<file path="config.mk">
export PLATFORM = sky130hd
export DESIGN_NAME = flag_cond_eval
export DESIGN_NICKNAME = d
export VERILOG_FILES = /design/src/rtl/flag_pkg.sv /design/src/rtl/flag_cond_decode.sv /design/src/rtl/flag_cond_eval.sv
export SDC_FILE = /design/constraint.sdc
export NUM_CORES = 1
export LEC_CHECK = 0
export CAP_MARGIN = 20
export CORE_MARGIN = 3
export CORE_UTILIZATION = 45
export DETAILED_ROUTE_END_ITERATION = 12
export PLACE_DENSITY_LB_ADDON = 0.25
export SETUP_SLACK_MARGIN = 0.05
export SLEW_MARGIN = 20
export SYNTH_ARGS = -nofsm -noshare
export SYNTH_HDL_FRONTEND = slang
export SYNTH_SLANG_ARGS = --single-unit
</file>
<file path="constraint.sdc">
create_clock -name clk -period 2.26 [get_ports clk]
set_input_delay 0.452 -clock clk [delete_from_list [all_inputs] [get_ports clk]]
set_output_delay 0.452 -clock clk [all_outputs]
set_load 0.005 [all_outputs]
</file>
<file path="src/rtl/flag_pkg.sv">
// Shared definitions for the NZCV flag consumers and the status register.
package flag_pkg;

    // Bit positions inside the 4-bit flag vector {N,Z,C,V}.
    localparam int FLAG_N = 3;
    localparam int FLAG_Z = 2;
    localparam int FLAG_C = 1;
    localparam int FLAG_V = 0;

    // ARM-style condition codes.
    localparam logic [3:0] COND_EQ = 4'd0;
    localparam logic [3:0] COND_NE = 4'd1;
    localparam logic [3:0] COND_CS = 4'd2;
    localparam logic [3:0] COND_CC = 4'd3;
    localparam logic [3:0] COND_MI = 4'd4;
    localparam logic [3:0] COND_PL = 4'd5;
    localparam logic [3:0] COND_VS = 4'd6;
    localparam logic [3:0] COND_VC = 4'd7;
    localparam logic [3:0] COND_HI = 4'd8;
    localparam logic [3:0] COND_LS = 4'd9;
    localparam logic [3:0] COND_GE = 4'd10;
    localparam logic [3:0] COND_LT = 4'd11;
    localparam logic [3:0] COND_GT = 4'd12;
    localparam logic [3:0] COND_LE = 4'd13;
    localparam logic [3:0] COND_AL = 4'd14;
    localparam logic [3:0] COND_NV = 4'd15;

endpackage

</file>
<file path="src/rtl/flag_cond_decode.sv">
// Pure combinational condition-code decoder; reusable by predication logic.
module flag_cond_decode
    import flag_pkg::*;
(
    input  logic [3:0] cond,
    input  logic [3:0] flags,
    output logic       taken
);

    logic n, z, c, v;

    assign n = flags[FLAG_N];
    assign z = flags[FLAG_Z];
    assign c = flags[FLAG_C];
    assign v = flags[FLAG_V];

    // Evaluate the condition code against the supplied flags.
    always_comb begin
        // NOTE: assign a default before the case so no path can infer a latch.
        taken = 1'b0;
        case (cond)
            COND_EQ: taken = z;
            COND_NE: taken = !z;
            COND_CS: taken = c;
            COND_CC: taken = !c;
            COND_MI: taken = n;
            COND_PL: taken = !n;
            COND_VS: taken = v;
            COND_VC: taken = !v;
            COND_HI: taken = c && !z;
            COND_LS: taken = !c || z;
            COND_GE: taken = (n == v);
            COND_LT: taken = (n != v);
            COND_GT: taken = !z && (n == v);
            COND_LE: taken = z || (n != v);
            COND_AL: taken = 1'b1;
            COND_NV: taken = 1'b0;
        endcase
    end

endmodule

</file>
<file path="src/rtl/flag_cond_eval.sv">
// Condition-code evaluator: holds the NZCV flags and answers condition
// queries through a two-stage valid/ready pipeline with statistics counters.
module flag_cond_eval
    import flag_pkg::*;
#(
    parameter int TAG_W = 4,
    parameter int CNT_W = 16
) (
    input  logic             clk,
    input  logic             reset,
    input  logic             flag_we,
    input  logic [3:0]       flag_in,
    input  logic             req_valid,
    output logic             req_ready,
    input  logic [3:0]       req_cond,
    input  logic [TAG_W-1:0] req_tag,
    output logic             rsp_valid,
    input  logic             rsp_ready,
    output logic             rsp_taken,
    output logic [TAG_W-1:0] rsp_tag,
    output logic [3:0]       rsp_flags,
    output logic [CNT_W-1:0] taken_cnt,
    output logic [CNT_W-1:0] ntaken_cnt
);

    logic [3:0]       flags_q, flags_d;
    logic             s1_v_q, s1_v_d;
    logic [3:0]       s1_cond_q, s1_cond_d;
    logic [TAG_W-1:0] s1_tag_q, s1_tag_d;
    logic [3:0]       s1_flags_q, s1_flags_d;
    logic             s2_v_q, s2_v_d;
    logic             s2_taken_q, s2_taken_d;
    logic [TAG_W-1:0] s2_tag_q, s2_tag_d;
    logic [3:0]       s2_flags_q, s2_flags_d;
    logic [CNT_W-1:0] taken_cnt_q, taken_cnt_d;
    logic [CNT_W-1:0] ntaken_cnt_q, ntaken_cnt_d;

    logic s2_adv, s1_adv, accept, consume, s1_taken;

    flag_cond_decode u_decode (
        .cond  (s1_cond_q),
        .flags (s1_flags_q),
        .taken (s1_taken)
    );

    // Handshake: S2 frees when empty or consumed; S1 moves when S2 frees.
    always_comb begin
        s2_adv    = !s2_v_q || rsp_ready;
        s1_adv    = s1_v_q && s2_adv;
        req_ready = !s1_v_q || s2_adv;
        accept    = req_valid && req_ready;
        consume   = s2_v_q && rsp_ready;
    end

    // Next-state for flag register, both pipeline stages and counters.
    always_comb begin
        // The new flag value doubles as the write-before-read snapshot.
        flags_d      = flag_we ? flag_in : flags_q;

        s1_v_d       = s1_v_q;
        s1_cond_d    = s1_cond_q;
        s1_tag_d     = s1_tag_q;
        s1_flags_d   = s1_flags_q;
        if (accept) begin
            s1_v_d     = 1'b1;
            s1_cond_d  = req_cond;
            s1_tag_d   = req_tag;
            s1_flags_d = flags_d;
        end else if (s1_adv) begin
            s1_v_d     = 1'b0;
        end

        s2_v_d       = s2_v_q;
        s2_taken_d   = s2_taken_q;
        s2_tag_d     = s2_tag_q;
        s2_flags_d   = s2_flags_q;
        if (s2_adv) begin
            s2_v_d = s1_v_q;
        end
        if (s1_adv) begin
            s2_taken_d = s1_taken;
            s2_tag_d   = s1_tag_q;
            s2_flags_d = s1_flags_q;
        end

        taken_cnt_d  = taken_cnt_q;
        ntaken_cnt_d = ntaken_cnt_q;
        if (consume) begin
            if (s2_taken_q) begin
                if (taken_cnt_q != '1) taken_cnt_d = taken_cnt_q + 1'b1;
            end else begin
                if (ntaken_cnt_q != '1) ntaken_cnt_d = ntaken_cnt_q + 1'b1;
            end
        end
    end

    // State registers with synchronous reset.
    always_ff @(posedge clk) begin
        // NOTE: non-blocking assignments so every flop samples pre-edge values.
        if (reset) begin
            flags_q      <= '0;
            s1_v_q       <= 1'b0;
            s1_cond_q    <= '0;
            s1_tag_q     <= '0;
            s1_flags_q   <= '0;
            s2_v_q       <= 1'b0;
            s2_taken_q   <= 1'b0;
            s2_tag_q     <= '0;
            s2_flags_q   <= '0;
            taken_cnt_q  <= '0;
            ntaken_cnt_q <= '0;
        end else begin
            flags_q      <= flags_d;
            s1_v_q       <= s1_v_d;
            s1_cond_q    <= s1_cond_d;
            s1_tag_q     <= s1_tag_d;
            s1_flags_q   <= s1_flags_d;
            s2_v_q       <= s2_v_d;
            s2_taken_q   <= s2_taken_d;
            s2_tag_q     <= s2_tag_d;
            s2_flags_q   <= s2_flags_d;
            taken_cnt_q  <= taken_cnt_d;
            ntaken_cnt_q <= ntaken_cnt_d;
        end
    end

    assign rsp_valid  = s2_v_q;
    assign rsp_taken  = s2_taken_q;
    assign rsp_tag    = s2_tag_q;
    assign rsp_flags  = s2_flags_q;
    assign taken_cnt  = taken_cnt_q;
    assign ntaken_cnt = ntaken_cnt_q;

endmodule

</file>
# Word-level counts from Yosys, hierarchy flattened
# Cells that the tools add are included.
[word_totals]
out_inout_bits = 43
input_bits = 17
wordCells = 56
regBits = 59
[op_classes]
n_eq_ne = 19
n_reduce_logical = 19
bitwise = 1
muxes = 4
n_addsub = 2
[ops]
columns = ["op", "count"]
rows = [
  ["$add 16x1->16 const B", 2],
  ["$eq 4x4->1 const B", 8],
  ["$ne 16x16->1 const B", 2],
  ["$eq 4x3->1 const B", 4],
  ["$pmux 1 s16", 1],
  ["$eq 4x2->1 const B", 2],
  ["$logic_not 1->1", 6],
  ["$reduce_and 3->1", 2],
  ["$logic_and 1x1->1", 5],
  ["$eq 4x1->1 const B", 1],
  ["$logic_not 4->1", 1],
  ["$logic_or 1x1->1", 4],
  ["$mux 4", 1],
  ["$mux 1", 2],
  ["$reduce_bool 2->1", 1],
  ["$eq 1x1->1", 1],
  ["$ne 1x1->1", 1],
  ["$not 1->1", 1],
]

# Longest topological paths before layout
# Gate-level depths: netlist (run 1).
[depth]
ltp_word = 5
mapped_depth = 7

# Modules after synthesis
# A second synthesis (run 1) with hierarchy kept.
[hier_totals]
hier_cells = 320
area_unflattened_um2 = 2732.6
[by_module_without_submodules]
columns = ["mod", "cells_each", "n_inst", "area_each_um2", "seq_area_each_um2"]
rows = [
  ["flag_cond_eval", 297, 1, 2577.5, 1181.1],
  ["flag_cond_decode", 23, 1, 155.1, 0.0],
]

# Worst setup path before layout (run 1)
# OpenSTA, ideal clock, no wires.
[synth_path]
path_type = "register to register"
startpoint = "reg ntaken_cnt_q[0], in the netlist ntaken_cnt[0]"
endpoint = "reg ntaken_cnt_q[15], in the netlist ntaken_cnt[15]"
arrival_ps = 1554
path_buffers = 0
setup_slack_ps = 578
required_time_ps = 2132
stages_incl_launch_ff = 7
cell_sequence = "dfxtp_1 ha_1 nand3_4 or4_4 nand4_1 xor2_1 nor2_1"
[synth_via]
elab_chain_cells = 2
[synth_lines]
columns = ["item", "line_no", "rtl"]
rows = [
  ["start: declaration", "flag_cond_eval.sv:36", "logic [CNT_W-1:0] ntaken_cnt_q, ntaken_cnt_d;"],
  ["start signal: assignment", "flag_cond_eval.sv:123", "ntaken_cnt_q <= ntaken_cnt_d;"],
  ["branches (longest 2 deep; another with $add 16x1->16)", "--", ""],
]
# Several ways; the timed one is not identified.
# A chain may end at the register's enable or synchronous reset.

# Worst setup path after layout (run 1)
[layout_path]
startpoint = "in rsp_ready"
endpoint = "out req_ready"
[layout_via]
elab_chain_cells = 2
[layout_lines]
columns = ["item", "line_no", "rtl"]
rows = [
  ["start: declaration", "flag_cond_eval.sv:18", "input logic rsp_ready,"],
  ["$logic_or 1x1->1", "flag_cond_eval.sv:48", "s2_adv = !s2_v_q || rsp_ready;"],
  ["$logic_or 1x1->1", "flag_cond_eval.sv:50", "req_ready = !s1_v_q || s2_adv;"],
  ["end: declaration", "flag_cond_eval.sv:14", "output logic req_ready,"],
]
# No other way between the ends.

==> impl_metrics.env, run 1 <==
export IMPL_fp_coreArea_sq_um=5610
export IMPL_synth_compound_area_share_pct=9.31
export IMPL_leakage_uw=0.00129
export IMPL_dieArea_sq_um=6840
export IMPL_slew_limit_headroom_pct=71.9
export IMPL_die_w_um=82.7
export IMPL_crit_fanout=3
export IMPL_drt_iter0_markers=145
export IMPL_critPathKind="in2out"
export IMPL_clock_root_buffer="clkbuf_8"
export IMPL_gr_usage_met1_pct=26.0
export IMPL_async_flop_share_pct=0
export IMPL_met2_usage_pct=32.0
export IMPL_grt_pass1_vias=2308
export IMPL_syn_avg_cell_area_sq_um=8.57
export IMPL_cts_tree="built"
export IMPL_synth_warnings=0
export IMPL_post_dp_hpwl_um=4280
export IMPL_ir_drop_uv=340
export IMPL_synth_mux_area_share_pct=2.74
export IMPL_seq_area_sq_um=1180
export IMPL_multi_input_area_sq_um=1400
export IMPL_n_fill_cell=518
export IMPL_layout_nets=396
export IMPL_grt_first_pass_wirelength_um=10600
export IMPL_final_common_cell="dfxtp_1"
export IMPL_status="complete, no violations"
export IMPL_critical_path_startpoint_type="input port"
export IMPL_drc_errors=0
export IMPL_worst_hold_path_type="reg2reg"
export IMPL_reg2regPathDepth=6
export IMPL_min_period_over_period_pct=88.5
export IMPL_initial_utilization_pct=47.2
export IMPL_worstPathArrival_ns=1.55
export IMPL_yosysSeqAreaShare_pct=44.6
export IMPL_path_clk_slew_ns=0.06
export IMPL_cap_violations=0
export IMPL_max_freq_mhz=500
export IMPL_timing_setup_tns_ns=0
export IMPL_fin_crit_ns=2.00
export IMPL_final_cell_mix="dfxtp_1, clkdlybuf4s50_1, nand2_1"
export IMPL_synth_simple_gate_area_share_pct=31.4
export IMPL_area_growth_pct=35.4
export IMPL_rsz0062_at_grt="false"
export IMPL_num_antenna_cells=0
export IMPL_wl_um=6260
export IMPL_syn_nets=328
export IMPL_grtUsageMet3_pct=4.45
export IMPL_detail_route_antenna_nets=0
export IMPL_whs_ns=0.452
export IMPL_die_height_um=82.7
export IMPL_crit_required_ns=1.81
export IMPL_rows=27
export IMPL_grt_max_degree=48
export IMPL_netlist_area_sq_um=2650
export IMPL_clkLatencyLatePin_ns=0.33
export IMPL_h_tree_depth=3
export IMPL_skew_ns=0.00448
export IMPL_cts_sinks=59
export IMPL_drive_gt1_share_pct=11.3
export IMPL_hold_violations=0
export IMPL_avgRoutedWirePerCell_um=13.8
export IMPL_cts_setup_buffers=0
export IMPL_antenna_found_initial=0
export IMPL_place_congestion=0.906
export IMPL_endpoint_kind="primary output"
export IMPL_synth_cells=309
export IMPL_first_pass_iters=4
export IMPL_slew_violations=0
export IMPL_holdPathStages=2
export IMPL_grt_overflow=0
export IMPL_setup_violations=0
export IMPL_synth_edff_count=0
export IMPL_synth_top_family_by_area="simple AND/OR/NAND/NOR gates"
export IMPL_synth_cell_types=46
export IMPL_io_pin_count=60
export IMPL_synth_ff_type="dfxtp_1"
export IMPL_synth_xor_area_share_pct=8.60
export IMPL_viasPerCell=5.35
export IMPL_clockBufferDepth=2
export IMPL_grt_total_usage_pct=20.5
export IMPL_vias=2428
export IMPL_busiest_layer="met2"
export IMPL_numCtsBuffers=9
export IMPL_ys_seq_elements=59
export IMPL_portBuffers=59
export IMPL_synth_adder_area_share_pct=0.945
export IMPL_powerDensity_nw_per_um2=626
export IMPL_tightest_slew_ns=0.418
## layer usage
layer / vias up / wire length [um]
li1: 1217 / -
met4: 0 / 154
met1: 1123 / 2850
met2: 74 / 2850
met5: - / 0
met3: 14 / 407
## flip-flops by register name, indices dropped and copies added (netlist names)
signal	count
flags_q	4
ntaken_cnt	16
rsp_flags	4
rsp_tag	4
rsp_taken	1
rsp_valid	1
s1_cond_q	4
s1_flags_q	4
s1_tag_q	4
s1_v_q	1
taken_cnt	16
## cells in the mapped netlist (2+ instances only)
library cell	count	area share (%)
dfxtp_1	59	45
nand2_1	46	6.5
nor2_1	45	6.4
a21oi_1	21	4.0
nand3_1	17	3.2
xor2_1	15	5.0
nand4_1	12	2.8
xnor2_1	11	3.6
nor3_1	8	1.5
clkbuf_1	7	0.99
nor4_1	6	1.4
a211oi_1	5	1.4
mux2i_1	5	1.9
o21ai_0	5	0.94
inv_1	4	0.57
and3_1	3	0.71
buf_2	3	0.57
and2_1	2	0.47
buf_1	2	0.28
ha_1	2	0.94
nand2b_1	2	0.47
nor4_2	2	0.94
o211a_1	2	0.76
o311ai_0	2	0.66
or3_1	2	0.47
## cell type report
cell class | instances | area share (%)
inverters | 4 | 0.419
repair buffers | 69 | 19.1
flip-flops and latches | 59 | 32.9
multi-input cells | 234 | 39.1
clock inverters | 4 | 1.33
clock buffers | 12 | 4.60
well taps | 72 | 2.51
## path summary, 6_finish.rpt
path / slack, ns / to / startpoint
worst min-delay path: 0.45 / rsp_tag[1] / s1_tag_q[1]
worst max register to register: 0.42 / taken_cnt[8] / taken_cnt[0]
worst max-delay path: 0.26 / req_ready / rsp_ready
worst min register to register: 0.45 / rsp_tag[1] / s1_tag_q[1]
## worst max-delay path, cell delays in order
cell	delay, ns
dlygate4sd2_1	0.26
and2b_1	0.21
nand2_1	0.11
clkdlybuf4s50_1	0.51
## per-stage QoR
stage / worst slack (ns) / util (%) / cell area (sq um) / instances / total power, uW
6_report: 0.260 / 64.0 / 3590 / 454 / 2240
5_1_grt: 0.211 / 64.0 / 3590 / 454 / 2330
4_1_cts: 0.256 / 64.0 / 3590 / 454 / 2260
3_5_place_dp: 0.0189 / 60.2 / 3380 / 438 / 1270
3_3_place_gp: 0.00719 / 60.2 / 3380 / 438 / 1260
2_1_floorplan: 0.578 / - / 2650 / 309 / 1190
## cell families (layout without fill, tap and decap cells)
family | after synthesis | in the layout
buffers and inverters | 16 | 89
adder cells (fa/ha/maj) | 2 | 2
multiplexers | 6 | 6
flip-flops | 59 | 59
AO/OA/AOI/OAI | 40 | 40
AND/OR/NAND/NOR | 160 | 160
XOR/XNOR | 26 | 26
## where the power goes
group	internal (uW)	switching [uW]	total [uW]
logic	79.7	74.5	154
registers	1070	23.3	1090
clock network	595	406	1000
## what timing repair did
item / in CTS / in global routing
setup endpoints to repair: 1 / 0
hold buffers: 0 / 0
resized for setup: 1 / 0
endpoints found under the hold margin: 0 / 0
Note: power is estimated with default switching activity, not from simulation.
==> run 2: changes to the inputs <==
CTS_BUF_LIST = sky130_fd_sc_hd__clkbuf_8   (was default)
==> results of run 2 <==
No change in the layout: final DEF, timing and power equal those of run 1.
